===== config.mk =====
export PLATFORM = sky130hd
export DESIGN_NAME = br_inject_arbiter_flat
export DESIGN_NICKNAME = d
export VERILOG_FILES = /design/src/rtl/br_inject_arbiter_pkg.sv /design/src/rtl/br_inject_arbiter_if.sv /design/src/rtl/br_rr_picker.sv /design/src/rtl/br_inject_arbiter.sv /design/src/flat_wrapper.sv
export SDC_FILE = /design/constraint.sdc
export NUM_CORES = 1
export LEC_CHECK = 0
export ABC_AREA = 1
export BUFFER_PORTS_ARGS = -buffer_cell sky130_fd_sc_hd__clkbuf_2
export CAP_MARGIN = 20
export CORE_ASPECT_RATIO = 1.25
export CORE_MARGIN = 2
export CORE_UTILIZATION = 45
export DETAILED_ROUTE_END_ITERATION = 12
export PLACE_DENSITY = 0.72
export SLEW_MARGIN = 20
export SYNTH_ARGS = -nofsm -noshare
export SYNTH_HDL_FRONTEND = slang
export SYNTH_SLANG_ARGS = --single-unit

===== constraint.sdc =====
create_clock -name clk_i -period 2.85 [get_ports clk_i]
set_input_delay 0.57 -clock clk_i [delete_from_list [all_inputs] [get_ports clk_i]]
set_output_delay 0.57 -clock clk_i [all_outputs]
set_load 0.01 [all_outputs]

===== src/rtl/br_inject_arbiter_pkg.sv =====
// Shared BrLite types for the local injection arbiter.
//   BR_ID_W        : default packet id width stamped into each flit
//   br_svc_t       : flit service class
//   br_data_t      : flit carried on the PE local injection port
//   br_inj_state_t : injection FSM state encoding
package br_inject_arbiter_pkg;

   localparam int BR_ID_W = 5;

   typedef enum logic [1:0] {
      SVC_DATA,
      SVC_CFG,
      SVC_IRQ,
      SVC_DBG
   } br_svc_t;

   typedef struct packed {
      br_svc_t              svc;
      logic [BR_ID_W-1:0]   id;
      logic [15:0]          payload;
   } br_data_t;

   typedef enum logic [1:0] {
      ST_IDLE,
      ST_SEND,
      ST_RELEASE
   } br_inj_state_t;

endpackage


===== src/rtl/br_inject_arbiter_if.sv =====
// Handshake bundle between local requesters, the injection arbiter and the
// router local port.
//   req_i/flit_i/ack_o : requester side (level request, one-cycle ack pulse)
//   busy_i             : router local port busy, blocks new injections
//   req_o/flit_o/ack_i : router side (registered request/flit, level ack)
//   grant_o            : one-hot owner of the in-flight injection
//   inj_cnt_o          : completed injection count
// master = requesters + router (bench), slave = arbiter.
interface br_inject_arbiter_if
   import br_inject_arbiter_pkg::*;
#(
   parameter int REQ_CNT = 4
);
   logic [REQ_CNT-1:0]              req_i;
   br_data_t [REQ_CNT-1:0]          flit_i;
   logic [REQ_CNT-1:0]              ack_o;
   logic                            busy_i;
   br_data_t                        flit_o;
   logic                            req_o;
   logic                            ack_i;
   logic [REQ_CNT-1:0]              grant_o;
   logic [15:0]                     inj_cnt_o;

   modport master (
      output req_i, flit_i, busy_i, ack_i,
      input  ack_o, flit_o, req_o, grant_o, inj_cnt_o
   );

   modport slave (
      input  req_i, flit_i, busy_i, ack_i,
      output ack_o, flit_o, req_o, grant_o, inj_cnt_o
   );
endinterface


===== src/rtl/br_rr_picker.sv =====
// Combinational round-robin picker.
//   req : request vector
//   ptr : index of the last granted requester (lowest priority this round)
//   gnt : one-hot grant, zero when no request
module br_rr_picker #(
   parameter int REQ_CNT = 4
) (
   input  logic [REQ_CNT-1:0]         req,
   input  logic [$clog2(REQ_CNT)-1:0] ptr,
   output logic [REQ_CNT-1:0]         gnt
);
   localparam int PTR_W = $clog2(REQ_CNT);

   logic found;

   // Scan starting one past the pointer and wrapping; first hit wins.
   always_comb begin
      gnt   = '0;
      found = 1'b0;
      for (int i = 1; i <= REQ_CNT; i++) begin
         if (!found && req[PTR_W'((int'(ptr) + i) % REQ_CNT)]) begin
            gnt[PTR_W'((int'(ptr) + i) % REQ_CNT)] = 1'b1;
            found = 1'b1;
         end
      end
   end
endmodule


===== src/rtl/br_inject_arbiter.sv =====
// Round-robin arbiter sharing one PE local injection port among REQ_CNT
// local requesters. Stamps a wrapping packet id into every injected flit.
//   clk_i : clock
//   rst_i : asynchronous active-high reset
//   bus   : requester/router handshake bundle (slave side)
//
// state      | meaning
// -----------+-------------------------------------------------------
// ST_IDLE    | no transfer; pick a requester when any req and !busy
// ST_SEND    | req_o/flit_o held until the router acks
// ST_RELEASE | req_o low, waiting for the router to drop ack_i
//
// ID_W must not exceed BR_ID_W (the flit id field width).
module br_inject_arbiter
   import br_inject_arbiter_pkg::*;
#(
   parameter int REQ_CNT = 4,
   parameter int ID_W    = BR_ID_W
) (
   input  logic               clk_i,
   input  logic               rst_i,
   br_inject_arbiter_if.slave bus
);
   localparam int PTR_W = $clog2(REQ_CNT);

   br_inj_state_t      state;
   logic [PTR_W-1:0]   rr_ptr;
   logic [ID_W-1:0]    id_cnt;
   logic [REQ_CNT-1:0] pick_gnt;
   logic [PTR_W-1:0]   pick_idx;
   logic [PTR_W-1:0]   own_idx;
   br_data_t           pick_flit;

   br_rr_picker #(.REQ_CNT(REQ_CNT)) u_picker (
      .req (bus.req_i),
      .ptr (rr_ptr),
      .gnt (pick_gnt)
   );

   always_comb begin
      pick_idx = '0;
      own_idx  = '0;
      for (int i = 0; i < REQ_CNT; i++) begin
         if (pick_gnt[i])    pick_idx = PTR_W'(i);
         if (bus.grant_o[i]) own_idx  = PTR_W'(i);
      end
      pick_flit    = bus.flit_i[pick_idx];
      pick_flit.id = BR_ID_W'(id_cnt);
   end

   always_ff @(posedge clk_i or posedge rst_i) begin
      if (rst_i) begin
         state         <= ST_IDLE;
         rr_ptr        <= PTR_W'(REQ_CNT - 1);
         id_cnt        <= '0;
         bus.req_o     <= 1'b0;
         bus.ack_o     <= '0;
         bus.grant_o   <= '0;
         bus.flit_o    <= '0;
         bus.inj_cnt_o <= '0;
      end else begin
         bus.ack_o <= '0;
         case (state)
            ST_IDLE: begin
               if ((|bus.req_i) && !bus.busy_i) begin
                  bus.grant_o <= pick_gnt;
                  bus.flit_o  <= pick_flit;
                  bus.req_o   <= 1'b1;
                  state       <= ST_SEND;
               end
            end
            ST_SEND: begin
               // Owner is taken from grant_o, not req_i, so a requester
               // that drops mid-transfer still gets its ack.
               if (bus.ack_i) begin
                  bus.req_o     <= 1'b0;
                  bus.ack_o     <= bus.grant_o;
                  id_cnt        <= id_cnt + ID_W'(1);
                  bus.inj_cnt_o <= bus.inj_cnt_o + 16'd1;
                  rr_ptr        <= own_idx;
                  state         <= ST_RELEASE;
               end
            end
            ST_RELEASE: begin
               if (!bus.ack_i) begin
                  bus.grant_o <= '0;
                  state       <= ST_IDLE;
               end
            end
            default: state <= ST_IDLE;
         endcase
      end
   end
endmodule


===== src/flat_wrapper.sv =====
// flat-port wrapper written by rule: the top's interface ports become plain ports
module br_inject_arbiter_flat import br_inject_arbiter_pkg::*;
#(
   parameter int REQ_CNT = 4,
   parameter int ID_W    = BR_ID_W
)
  (clk_i, rst_i, bus_req_i, bus_flit_i, bus_busy_i, bus_ack_i, bus_ack_o, bus_flit_o, bus_req_o, bus_grant_o, bus_inj_cnt_o);
  br_inject_arbiter_if #(.REQ_CNT(REQ_CNT)) bus_i ();
  input  logic clk_i;
  input  logic rst_i;
  input wire logic [$bits(bus_i.req_i)-1:0] bus_req_i;
  input wire logic [$bits(bus_i.flit_i)-1:0] bus_flit_i;
  input wire logic [$bits(bus_i.busy_i)-1:0] bus_busy_i;
  input wire logic [$bits(bus_i.ack_i)-1:0] bus_ack_i;
  output wire logic [$bits(bus_i.ack_o)-1:0] bus_ack_o;
  output wire logic [$bits(bus_i.flit_o)-1:0] bus_flit_o;
  output wire logic [$bits(bus_i.req_o)-1:0] bus_req_o;
  output wire logic [$bits(bus_i.grant_o)-1:0] bus_grant_o;
  output wire logic [$bits(bus_i.inj_cnt_o)-1:0] bus_inj_cnt_o;
  assign bus_i.req_i = bus_req_i;
  assign bus_i.flit_i = bus_flit_i;
  assign bus_i.busy_i = bus_busy_i;
  assign bus_i.ack_i = bus_ack_i;
  assign bus_ack_o = bus_i.ack_o;
  assign bus_flit_o = bus_i.flit_o;
  assign bus_req_o = bus_i.req_o;
  assign bus_grant_o = bus_i.grant_o;
  assign bus_inj_cnt_o = bus_i.inj_cnt_o;
  br_inject_arbiter #(.REQ_CNT(REQ_CNT), .ID_W(ID_W)) u_core (.clk_i(clk_i), .rst_i(rst_i), .bus(bus_i));
endmodule

==> results.txt, run 1 <==
The worst min-delay path class was input port to asynchronous set/reset pin. The number of enable flip-flop cells after synthesis was 0. After synthesis, the largest family of logic cells by area is simple AND/OR/NAND/NOR gates. Type of destination of the critical path: a register. Summing the areas of all compound-gate instances in the mapped netlist gives 3.58% of the synthesized area. Of the synthesized area, sequential elements account for 37.1%. The tools report the achievable clock frequency as 379 MHz. The setup path with the least slack is of type register to register.

For the final routed database, the setup TNS stands at 0 ps. The gate family responsible for the most delay along the worst path was simple AND/OR/NAND/NOR gates. For the count of warnings emitted by yosys, the log shows 0. The via count of the first global-routing pass is 3442, and the number of buffers on the longest clock path is 2. For this run, asynchronously set or reset flops after synthesis account for 100%. The critical-path maximum fanout is 12, and the final weighted congestion of routability-driven global placement is 0.841. Measured along the y axis, the die boundary spans 107 µm.

The run gives 0 as the count of max-cap constraint violations. The flow ran to the end, and the final reports show no timing, DRC or antenna violations. Setup slack on the worst reg-to-reg path comes out at 210 ps.

Buffer and inverter count on the worst path: 5. Once detail routing completed, the nets flagged for antenna violations numbered 0. Summing the areas of all and, or, nand and nor instances in the mapped netlist gives 37.4% of the synthesized area. The port buffer count works out to 127.

After Yosys synthesis, XOR and XNOR cells account for 4.10% of the synthesized area. The overall via count from detail_route came out at 3692. The arrival time of the worst setup path was 2850 ps. Before antenna repair, the detailed router went through 4 iterations.

For this run, the total global-route usage over all layers was measured as 19.6%. The overall die width is 86.7 µm. Fill cells in the final layout number 816.

The count of pins over their slew limit was 0. Leaving out fill and tap cells, the most frequent cell in the layout is sky130_fd_sc_hd__nand2_1. The worst setup path is launched from a register.

The cell area that synthesis handed to floorplanning was 0.00385 mm². The half-perimeter wire length after placement came out at 7060 µm. The number of CTS-inserted buffers was 9. In the layout the commonest cells are sky130_fd_sc_hd__nand2_1 (198), sky130_fd_sc_hd__clkbuf_2 (127), sky130_fd_sc_hd__inv_1 (110).

In the final routed layout, each cell accounts on average for 10.9 µm. The worst slack at placement was 156 ps. TritonCTS built the clock tree.

The routed design could run at a clock period as short as 2640 ps. The overall power was 4.84 mW. The tools report the data required time at the worst endpoint as 3060 ps.

For this design the static power due to leakage is 3.03 nW. The slowest stage of the critical path is the sky130_fd_sc_hd__dfstp_2 cell. The tools report the launch point of the worst reg-to-reg path as u_core.rr_ptr[0]$_DFFE_PP1P_. The floorplan step defined a die boundary enclosing 0.00931 mm². The run gives 0.513 mV as the maximum vdd drop.

The first global-routing pass estimated 14900 µm of wire. Synthesized netlist cell count: 576. Measured on the finished design, the core utilization comes to 57.5%.

The final net count was 817. The clock-pin slew reported for the worst setup and hold paths after clock tree synthesis works out to 70 ps. The critical path goes through inv_4 -> ha_1 -> inv_2 -> nand3_1 -> nand2_1 -> nand2_1 -> inv_2 -> nand3b_1 -> nand3_2 -> inv_4 -> buf_4 -> nand3_1 -> nand2_1 -> nand2_1 -> nand2_1 -> nand2_1.

In the routed layout, each cell is associated on average with a via count of 4.56. The total of flip-flops plus latches after synthesis works out to 57. The root cell of the clock tree was sky130_fd_sc_hd__clkbuf_8.

The logs give 0 for the total count of hold-check failures in the final report and 60.4% for the max-slew headroom at the worst pin. At the pin with the least slew margin, the transition time is 593 ps. The worst-case clock skew is 8.51 ps. The largest net degree at the start of global routing is 33, and the aggregate routed wire length is 8850 µm. Dividing total power by cell area gives a power density of 1020 mW/mm². The number of nets in the synthesized netlist is 686. In this run the core area contains 37 standard-cell rows. The number of antenna violations at the first check in global routing came out at 0.

The run gives 148 as the boundary pin count. In this design, the critical path's most frequently occurring cell is sky130_fd_sc_hd__nand2_1. The fraction of final layout cells sized beyond drive strength 1 was 25.0%. The synthesized netlist devotes 3.25% of its cell area to adder and majority cells.

Setup violations remaining at the end of the flow were counted as 0. On the worst path, the slowest cell contributes a delay of 560 ps. Averaged over all synthesized cells, the footprint is 6.68 µm². Multiplexer cells account for 0% of the synthesized area.

The number of setup buffers added after CTS is 0. Hold repair after CTS inserted 0 buffers. In this run, the number of DRC markers left after iteration 0 of detailed routing was 170. The area growth from synthesis to layout is 23.7%. The post-route DRC violation count came out at 0. Setup repair after global routing left no endpoint under its margin. In the finished design, the share of the clock period the worst path needs comes to 92.5%. Synthesis instantiated 31 different standard cells from the library.

The area of the placeable core is 0.00829 mm². The global-route congestion overflow total is 0, and the antenna diode count is 0. In this run the number of H-tree levels came out at 3. For the worst-skew pair, the clock arrives at the later sink with an insertion delay of 320 ps. For the smallest setup slack after layout, the log shows 214 ps. The total clock sinks came out at 57.

The most instantiated flip-flop cell in the synthesis netlist was sky130_fd_sc_hd__dfrtp_1. The tools report the start point of the critical path as u_core.rr_ptr[0]$_DFFE_PP1P_. Once the floorplan was initialized, standard cells occupied 46.4% of the core.
final cells by class:
class | instances | area (µm²) | share of cell area, %
repair buffers | 137 | 711 | 14.9
flip-flops and latches | 57 | 1430 | 30.0
multi-input cells | 386 | 1870 | 39.2
clock buffers | 10 | 138 | 2.89
clock inverters | 6 | 57.6 | 1.21
well taps | 97 | 121 | 2.55
inverters | 116 | 440 | 9.25
through the flow:
| step | std cells | hold slack [ps] | instance area (µm²) |
|---|---|---|---|
| after floorplan | 576 | 484 | 3850 |
| final | 809 | 256 | 4760 |
| after global routing | 809 | 301 | 4760 |
| after global placement | 793 | 464 | 4560 |
| after CTS | 809 | 262 | 4750 |
| after detailed placement | 793 | 466 | 4560 |
logic make-up after synthesis:
logic type | Yosys count
AOI/OAI and AO/OA | 24
xor gates and xnor gates | 18
adders and majority gates | 10
buffers and inverters | 133
DFF | 57
and+or+nand+nor | 334
synth_stat cells, types with 3 or more instances:
| cell type | instances | area share [%] |
|---|---|---|
| sky130_fd_sc_hd__nor2_4 | 4 | 1.2 |
| sky130_fd_sc_hd__ha_1 | 10 | 3.3 |
| sky130_fd_sc_hd__nand4_1 | 7 | 1.1 |
| sky130_fd_sc_hd__nand3_2 | 3 | 0.78 |
| sky130_fd_sc_hd__dfrtp_1 | 55 | 36 |
| sky130_fd_sc_hd__nor2_1 | 74 | 7.2 |
| sky130_fd_sc_hd__xnor2_1 | 6 | 1.4 |
| sky130_fd_sc_hd__nand2_4 | 4 | 1.2 |
| sky130_fd_sc_hd__xor2_1 | 12 | 2.7 |
| sky130_fd_sc_hd__buf_4 | 4 | 0.78 |
| sky130_fd_sc_hd__clkbuf_1 | 4 | 0.39 |
| sky130_fd_sc_hd__o21ai_0 | 15 | 2.0 |
| sky130_fd_sc_hd__buf_2 | 4 | 0.52 |
| sky130_fd_sc_hd__inv_1 | 111 | 11 |
| sky130_fd_sc_hd__buf_6 | 5 | 1.5 |
| sky130_fd_sc_hd__nand2_1 | 198 | 19 |
| sky130_fd_sc_hd__inv_2 | 4 | 0.39 |
| sky130_fd_sc_hd__a21oi_1 | 3 | 0.39 |
| sky130_fd_sc_hd__nand3_1 | 36 | 4.7 |
worst register-to-register path: stages, from the launching register on:
cell                       delay (ps)
sky130_fd_sc_hd__dfstp_2          560
sky130_fd_sc_hd__inv_4             80
sky130_fd_sc_hd__ha_1             400
sky130_fd_sc_hd__inv_2             90
sky130_fd_sc_hd__nand3_1          140
sky130_fd_sc_hd__nand2_1           80
sky130_fd_sc_hd__nand2_1           80
sky130_fd_sc_hd__inv_2             50
sky130_fd_sc_hd__nand3b_1          90
sky130_fd_sc_hd__nand3_2          180
sky130_fd_sc_hd__inv_4            200
sky130_fd_sc_hd__buf_4            210
sky130_fd_sc_hd__nand3_1          100
sky130_fd_sc_hd__nand2_1           90
sky130_fd_sc_hd__nand2_1           60
sky130_fd_sc_hd__nand2_1           50
sky130_fd_sc_hd__nand2_1           60
path summary, 6_finish.rpt:
kind,endpoint,depth (start not counted)
setup / recovery,u_core.bus.flit_o[4]$_DFFE_PP0P_,16
hold / removal,u_core.bus.flit_o[19]$_DFFE_PP0P_,2
setup reg to reg,u_core.bus.flit_o[4]$_DFFE_PP0P_,16
hold reg to reg,u_core.bus.flit_o[22]$_DFFE_PP0P_,2
max in group asynchronous,u_core.bus.flit_o[7]$_DFFE_PP0P_,3
min in group clk_i,u_core.bus.flit_o[22]$_DFFE_PP0P_,2
sequential cells by signal, summed over array words and instances, names as in the netlist:
register	cells
u_core.bus.ack_o	4
u_core.bus.flit_o	23
u_core.bus.grant_o	4
u_core.bus.inj_cnt_o	16
u_core.bus.req_o	1
u_core.id_cnt	5
u_core.rr_ptr	2
u_core.state	2
power breakdown:
group	internal, mW	total [mW]	switching (mW)	leakage (nW)
Combinational	1.00	2.83	1.83	2.22
Clock	0.421	0.725	0.304	0.102
Sequential	1.10	1.28	0.189	0.714
Total	2.52	4.84	2.33	3.03
layer usage:
metal | track usage [%] | vias to the layer above | routed length [µm]
met5 | 0 | - | 0
met4 | 5.92 | 0 | 78
met3 | 2.76 | 7 | 491
met2 | 34.8 | 114 | 4400
met1 | 24.4 | 1609 | 3880
li1 | - | 1962 | -
what timing repair did:
action | CTS | global route
endpoints found under the hold margin | 0 | 0
gates resized for setup | 0 | 3
setup endpoints to repair | 0 | 18
(Power assumes the default switching activity.)
==> run 2: changes to the inputs <==
Settings changed: ABC_AREA 1 to not set.
==> run 2 against run 1 <==
Fmax fell by 3.0%. Clock power rose by 3.3%. Design area rose by 8.3%. Global-route usage rose by 4.8 points. Utilization rose by 1.5 points. Non-clock buffer count rose by 16. Via count rose by 15%. Register-to-register slack got worse by 80 ps. Sequential cell count did not move. Area after synthesis rose by 6.2%. Largest cell class unchanged. Highest routed layer unchanged.
==> results.txt, run 2 <==
At the worst endpoint, the required time is 3060 ps. The worst setup path is captured at a register. For this run, the post-layout net count is 687. The critical-path maximum fanout is 9.

Counting every net in the synthesized netlist gives 567. Maximum level of the CTS H-tree: 3. The logs give 0 for the number of antenna violations at the first check in global routing and 0 for the count of nets left with antenna violations after detail routing.

At the later pin of the worst-skew pair, clock insertion delay measures 340 ps. By count the netlist is led by sky130_fd_sc_hd__dfrtp_1 (55), sky130_fd_sc_hd__nand2_1 (53), sky130_fd_sc_hd__nand4_1 (41). The logs give 19400 µm for the global-route wire length before repair and 57 for the total clock sinks.

In this run the critical register-to-register path is launched from u_core.rr_ptr[0]$_DFFE_PP1P_. In the routed design, unresolved DRC markers number 0. The fraction of synthesis flops using an asynchronous set or reset pin was 100%; the post-route clock period utilization was 95.3%. The tools report the antenna diode count as 0. The worst min-delay path class was input port to asynchronous set/reset pin.

Max-cap violations in this run came to 0. The count of pins over their slew limit is 0. Clock-pin slew was measured on the worst setup and hold paths at 70 ps.

Measured along the y axis, the die boundary spans 111 µm. Leaving out fill and tap cells, the most frequent cells in the layout are sky130_fd_sc_hd__clkbuf_2 (127), sky130_fd_sc_hd__dfrtp_1 (55), sky130_fd_sc_hd__nand2_1 (52). After filler insertion, the fill cell instance count of the layout stands at 810. The kind of start point of the critical path was a register. In the post-synthesis netlist, the biggest area contributors are sky130_fd_sc_hd__dfrtp_1 (34%), sky130_fd_sc_hd__nand4_1 (6.3%), sky130_fd_sc_hd__nand2_1 (4.9%). From synthesis to final layout, the design area changed by 26.1%.

The synthesized design contains 57 register bits. The half-perimeter wire length after placement was 8740 µm. The via count of the first global-routing pass is 4035, and the final setup violation count is 0. The Yosys step of the flow raised 0 warnings. The overall global routing resource usage came out at 24.4%. The number of enable flip-flop cells after synthesis was 0; the area of the placeable core was 0.00875 mm². The worst pin sits at a relative slew slack of 55.3%. Across the VDD grid, the largest voltage drop is 0.701 mV. The congestion estimate from routability-driven global placement came to 0.892. The detail-routed via count per cell was 6.02.

End of the worst register-to-register path: u_core.bus.grant_o[1]$_DFFE_PP0P_. The cell area after layout was 0.00516 mm²; the overall via count from detail_route was 4229. The register area was 0.00143 mm². Summed over all layers, the global routing overflow is 0. Hold is met by 211 ps. In this run the clock root is driven by a sky130_fd_sc_hd__clkbuf_8. For this design the ratio of total power to cell area is 1130 mW/mm². The area of the die was 0.00987 mm²; the number of core rows was 38.

The dominant cell type by area after synthesis was sky130_fd_sc_hd__dfrtp_1. The fraction of final layout cells sized beyond drive strength 1 was 36.9%; the cell area after technology mapping was 0.00409 mm². The library cell used most frequently in the layout, excluding fill and tap cells, is sky130_fd_sc_hd__clkbuf_2. The initial utilization of the core area, before any placement, comes to 46.7%. TritonCTS created 9 clock buffers. The register with the most flip-flops in the layout has 23 of them. The run gives 0.00252 mm² as the total area of multi-input combinational cells.

Summed over all cells, the static leakage comes to 2.29 nW. Dividing the detail-routed wire length by the instance count gives 17.4 µm. Entering global routing, the biggest net connects 35 pins. The achievable clock frequency is 368 MHz, and the total count of hold-check failures in the final report is 0.

The first detailed-routing pass took 6 iterations. The top register by number of flip-flops was u_core.bus.flit_o. For the finished layout, the period the worst path requires is 2720 ps. The overall die width came out at 89.2 µm. The largest registers in the layout are u_core.bus.flit_o: 23 flops, u_core.bus.inj_cnt_o: 16 flops, u_core.id_cnt: 5 flops. The worst register-to-register path has a setup slack of 130 ps.

After synthesis, the mean cell area works out to 8.94 µm². The logs give 5.83 mW for the overall power and 35.0% for the fraction of the yosys area taken by sequential cells. Among all cell types in the netlist, the one instantiated most often is sky130_fd_sc_hd__dfrtp_1. The logs give 2930 ps for the arrival time of the worst setup path and 5.73 ps for the worst-case clock skew. By startpoint and endpoint, the worst setup path is classified as register to register. The run finished with clean final reports. In this run the cell area measured after placement is 0.00492 mm². Setup repair after global routing could not meet its margin everywhere.

Share of Yosys cell area claimed by the top area cell type: 33.7%. In the synthesized netlist the dominant register cell turns out to be sky130_fd_sc_hd__dfrtp_1. The pin slew with the least headroom to its limit works out to 670 ps. Counting distinct cell types in the post-synthesis netlist gives 53.

TritonCTS built the clock tree. In this run the deepest clock path goes through 2 buffers. Synthesis produced a netlist whose cell count is 457.

Wires add up to 12200 µm. The path depth of the worst reg2reg path came out at 7. The detailed router finished its first iteration with 265 violations.

The port buffer count is 127. The run gives 148 as the boundary pin count.
## run 2: changes by cell type after synthesis, sizes merged, moves of 10 or more
cell,previous run,this run
nand2,205,54
inv,116,4
nor2,78,26
o211ai,1,36
nand4,7,41
clkbuf,4,28
a2bb2oi,0,19
a2111oi,0,18
nand3b,2,20
nand3,40,24
xnor2,6,17
o21ai,15,25
xor2,12,2
## run 2: kinds of logic after synthesis
group                    after synthesis  share of synthesized area (%)
flip-flops                            57                           35.0
AND/OR/NAND/NOR                      198                           26.1
buffers and inverters                 49                           6.06
adder cells (fa/ha/maj)               10                           3.06
XOR/XNOR                              19                           4.07
multiplexers                           9                           3.21
AO/OA/AOI/OAI                        115                           22.5
## run 2: layout make-up
type / instances / share of cell area (%)
well taps: 120 / 2.91
inverters: 4 / 0.340
clock buffers: 9 / 2.40
flip-flops and latches: 57 / 27.7
multi-input cells: 352 / 48.8
clock inverters: 7 / 1.36
repair buffers: 153 / 16.4
## run 2: critical path: stages, from the launching register on
cell and delay, ps:
sky130_fd_sc_hd__dfstp_2 560, sky130_fd_sc_hd__inv_4 40, sky130_fd_sc_hd__ha_2 400, sky130_fd_sc_hd__mux4_2 400, sky130_fd_sc_hd__a221o_1 360, sky130_fd_sc_hd__and3_2 340, sky130_fd_sc_hd__nor3_1 340, sky130_fd_sc_hd__a31oi_1 130
## run 2: timing repair
item / in CTS / in global routing
resized for setup: 1 / 15
buffers inserted: 0 / 0
setup endpoints to repair: 6 / 19
pin swaps: 0 / 1
gates cloned: 0 / 1
hold buffers: 0 / 0
## run 2: how the worst max path moves through the flow
stage / from / to / slack, ps
floorplan: u_core.rr_ptr[1]$_DFFE_PP1P_ / u_core.bus.flit_o[0]$_DFFE_PP0P_ / 2
detailed placement: u_core.rr_ptr[0]$_DFFE_PP1P_ / u_core.bus.flit_o[5]$_DFFE_PP0P_ / -10
global placement: u_core.rr_ptr[0]$_DFFE_PP1P_ / u_core.bus.flit_o[6]$_DFFE_PP0P_ / 60
global route: u_core.rr_ptr[0]$_DFFE_PP1P_ / u_core.bus.flit_o[22]$_DFFE_PP0P_ / -20
CTS: u_core.rr_ptr[0]$_DFFE_PP1P_ / u_core.bus.flit_o[21]$_DFFE_PP0P_ / 30
finish: u_core.rr_ptr[0]$_DFFE_PP1P_ / u_core.bus.grant_o[1]$_DFFE_PP0P_ / 130
## run 2: report_power, final
group,switching [mW],internal (mW),total (mW)
sequential,0.279,1.12,1.40
clock,0.347,0.403,0.749
combinational,2.09,1.59,3.68
total,2.72,3.11,5.83
## run 2: per-stage QoR
stage | setup TNS (ps) | utilization, % | std cells | setup slack, ps
after floorplan | 0 | - | 457 | 2.08
after global placement | 0 | 56.3 | 685 | 58.7
after detailed placement | -31.6 | 56.3 | 685 | -13.6
after CTS | 0 | 58.5 | 701 | 31.9
after global routing | -67.2 | 58.9 | 702 | -22.8
final | 0 | 58.9 | 702 | 133
## run 2: metal layers
metal / routed length (µm) / GRT usage (%) / part of all wire, %
met5: 0 / 0 / 0
met4: 369 / 9.85 / 3.0
met3: 739 / 3.44 / 6.1
met2: 5990 / 38.9 / 49
met1: 5090 / 32.9 / 42
==> run 3: changes to the inputs <==
Settings changed: REMOVE_ABC_BUFFERS set to 1.
==> run 3 against run 2 <==
Combinational power increased by 7.6%. Via count is 4.8% higher. Total power increased by 4.8%. Largest power group unchanged. Sequential power about the same. Global-route usage increased by 1.1 points. Worst hold slack improved by 120 ps. Die area unchanged. Clock skew rose by 6.4 ps. Cell count rose by 2.0%. Design area is 2.8% higher.
==> results.txt, run 3 (synthesis gave the netlist of run 2 again) <==
The flow ran to the end, and the final reports show no timing, DRC or antenna violations. Including well taps, the total number of placed cells is 692. For the number of buffers on the longest clock path, the log shows 2.

The leakage component of the power was 2.38 nW; the number of hold buffers added after CTS was 0. The library cell used most frequently in the layout, excluding fill and tap cells, is sky130_fd_sc_hd__clkbuf_2. Setup repair after global routing could not meet its margin everywhere. The run gives 4179 as the via count of the first global-routing pass. Leaving out fill and tap cells, the most frequent cells in the layout are sky130_fd_sc_hd__clkbuf_2 (127), sky130_fd_sc_hd__dfrtp_1 (55), sky130_fd_sc_hd__nand2_1 (53). The final sum of negative setup slack was 0 ps. In this run the clock root is driven by a sky130_fd_sc_hd__clkbuf_8. The clock-pin slew reported for the worst setup and hold paths after clock tree synthesis was 80 ps; the final critical delay including setup and external delays was 2800 ps. At the worst endpoint, the arrival time is 3030 ps. The register with the most flip-flops in the final layout is u_core.bus.flit_o. The half-perimeter wire length after placement came out at 9220 µm.

Of the cells placed in the final design, the portion with a size suffix greater than 1 is 38.3%. In this run the power density over the cells is 1150 mW/mm². The number of core rows came out at 38. In this run, the number of DRC markers left after iteration 0 of detailed routing was 407. The largest registers in the layout are u_core.bus.flit_o: 23 flops, u_core.bus.inj_cnt_o: 16 flops, u_core.id_cnt: 5 flops.

The maximum vdd drop is 0.880 mV, and the max-slew headroom at the worst pin is 50.1%. Setup violations remaining at the end of the flow were counted as 0. TritonCTS built the clock tree. In this run the worst hold path is classified as input port to asynchronous set/reset pin.

Routability-driven placement finished with a final weighted congestion of 0.906. The overall global routing resource usage is 25.5%. In this run the count of I/O pins placed on the die edge is 148. The tools report the type of destination of the critical path as a register.

For this run the aggregate overflow at the end of global routing stands at 0. The tools report the start point of the critical path as u_core.rr_ptr[1]$_DFFE_PP1P_. In this run the number of H-tree levels came out at 3. The first global-routing pass estimated 19700 µm of wire. Summed over all layers, the routed wires come to 13100 µm. The kind of start point of the critical path is a register.

In this run the vertical extent of the chip is 111 µm. The repair_antennas step left the layout with diodes totalling 0. In the final design database the tool counted 701 nets.

The routed length per placed instance was 18.4 µm; the post-route clock period utilization was 98.3%. The die covers 0.00987 mm². Clock tree synthesis found a total of 57 sinks. Count of nets left with antenna violations after detail routing: 0.

The startpoint identified for the worst register-to-register timing path is u_core.rr_ptr[1]$_DFFE_PP1P_. In this run, CTS created clock tree buffers numbering 9. The die is 89.2 µm wide.

Of all nets on the critical path, the largest fanout is 7. On the final layout, the worst hold slack is 327 ps. The run gives 0 as the total count of hold-check failures in the final report. For the pin with the worst max-slew slack, the measured transition is 747 ps.

Input and output buffers added on the ports amount to 127. Once the floorplan was initialized, standard cells occupied 46.7% of the core. After detailed placement, the total cell area comes to 0.00492 mm². The tools report the data required time at the worst endpoint as 3070 ps. The area growth from synthesis to layout is 29.6%. Once layout is done, the placed cells without fillers occupy 0.00530 mm². The number of flip-flops under the largest register name is 23, and the count of fill cells added during filler insertion is 797. The overall via count from detail_route came out at 4433. The number of antenna violations at the first check in global routing came out at 0. Derived from the worst setup path, the maximum achievable clock frequency is 357 MHz. Largest net degree at the start of global routing: 35. In the routed design, unresolved DRC markers number 0. The finished layout holds 716 standard cells, fillers aside. The count of pins over their slew limit was 0. Count of max-cap constraint violations: 0. The total iterations of the first detailed-routing run came out at 5. The area of the placeable core was 0.00875 mm².

The class of the most critical setup path is register to register. On the final layout, the worst clock skew is 12.2 ps. Clock latency on the worst-skew pair, taken at its later pin, is 360 ps.

The detail-routed via count per cell was 6.19.
==> run 3: cell count changes in the layout (fill, tap and decap cells not counted), moves of 2 or more <==
cell | previous run | this run
sky130_fd_sc_hd__buf_4 | 24 | 33
sky130_fd_sc_hd__a2bb2oi_1 | 9 | 18
sky130_fd_sc_hd__buf_6 | 1 | 4
sky130_fd_sc_hd__a2111oi_1 | 7 | 5
sky130_fd_sc_hd__a2111oi_0 | 11 | 6
sky130_fd_sc_hd__a2111oi_2 | 0 | 7
sky130_fd_sc_hd__a2bb2oi_2 | 10 | 1
==> run 3: area by class of cell <==
| cell class | count | area (µm²) | share of cell area, % |
|---|---|---|---|
| Inverter | 4 | 18.8 | 0.354 |
| Tap cell | 120 | 150 | 2.83 |
| Timing Repair Buffer | 168 | 998 | 18.8 |
| Sequential cell | 57 | 1430 | 27.0 |
| Multi-Input combinational cell | 351 | 2510 | 47.3 |
| Clock inverter | 7 | 70.1 | 1.32 |
| Clock buffer | 9 | 124 | 2.34 |
==> run 3: per-stage QoR <==
| step | setup WS (ps) | power (mW) | util (%) |
|---|---|---|---|
| floorplan | -1200 | 3.65 | - |
| global placement | 147 | 4.85 | 56.3 |
| detailed placement | 83.2 | 4.95 | 56.3 |
| CTS | 65.3 | 5.72 | 58.5 |
| global route | -61.2 | 6.49 | 60.6 |
| finish | 49.1 | 6.11 | 60.6 |
==> run 3: routing by layer <==
| layer | global-route usage [%] | wire length [µm] | share of wire (%) | vias to the layer above |
|---|---|---|---|---|
| met2 | 40.5 | 6240 | 47 | 262 |
| met3 | 7.10 | 1180 | 9.0 | 60 |
| met4 | 12.8 | 587 | 4.5 | 0 |
| met1 | 30.8 | 5130 | 39 | 2100 |
| li1 | - | - | - | 2011 |
| met5 | 0 | 0 | 0 | - |
==> run 3: worst max-delay path, cell delays in order (launching register included) <==
cell and delay (ps):
sky130_fd_sc_hd__dfstp_2 550, sky130_fd_sc_hd__clkinvlp_4 170, sky130_fd_sc_hd__ha_4 280, sky130_fd_sc_hd__buf_6 130
sky130_fd_sc_hd__mux2_2 230, sky130_fd_sc_hd__nor4_1 50, sky130_fd_sc_hd__a221o_2 370, sky130_fd_sc_hd__a211oi_4 310
sky130_fd_sc_hd__buf_2 280, sky130_fd_sc_hd__a2bb2oi_1 190, sky130_fd_sc_hd__o211ai_1 100
==> run 3: timing repair <==
action,4_1_cts,5_1_grt
endpoints found under the setup margin,0,18
buffers inserted,0,6
gates resized for setup,0,33
hold endpoints to repair,0,0
==> run 3: path summary, 6_finish.rpt <==
kind | end | slack [ps] | cells after the start
max | u_core.bus.flit_o[22]$_DFFE_PP0P_ | 50 | 10
min | u_core.id_cnt[3]$_DFFE_PP0P_ | 330 | 2
max reg2reg | u_core.bus.flit_o[22]$_DFFE_PP0P_ | 50 | 10
min reg2reg | u_core.bus.flit_o[16]$_DFFE_PP0P_ | 480 | 2
max in group asynchronous | u_core.bus.flit_o[22]$_DFFE_PP0P_ | 1800 | 3
min in group clk_i | u_core.state[0]$_DFFE_PP0P_ | 460 | 2
==> run 3: power breakdown <==
group          internal [mW]  total, mW  leakage [nW]  switching, mW
Sequential              1.12       1.38         0.700          0.263
Clock                  0.402      0.764        0.0994          0.362
Combinational           1.78       3.96          1.58           2.17
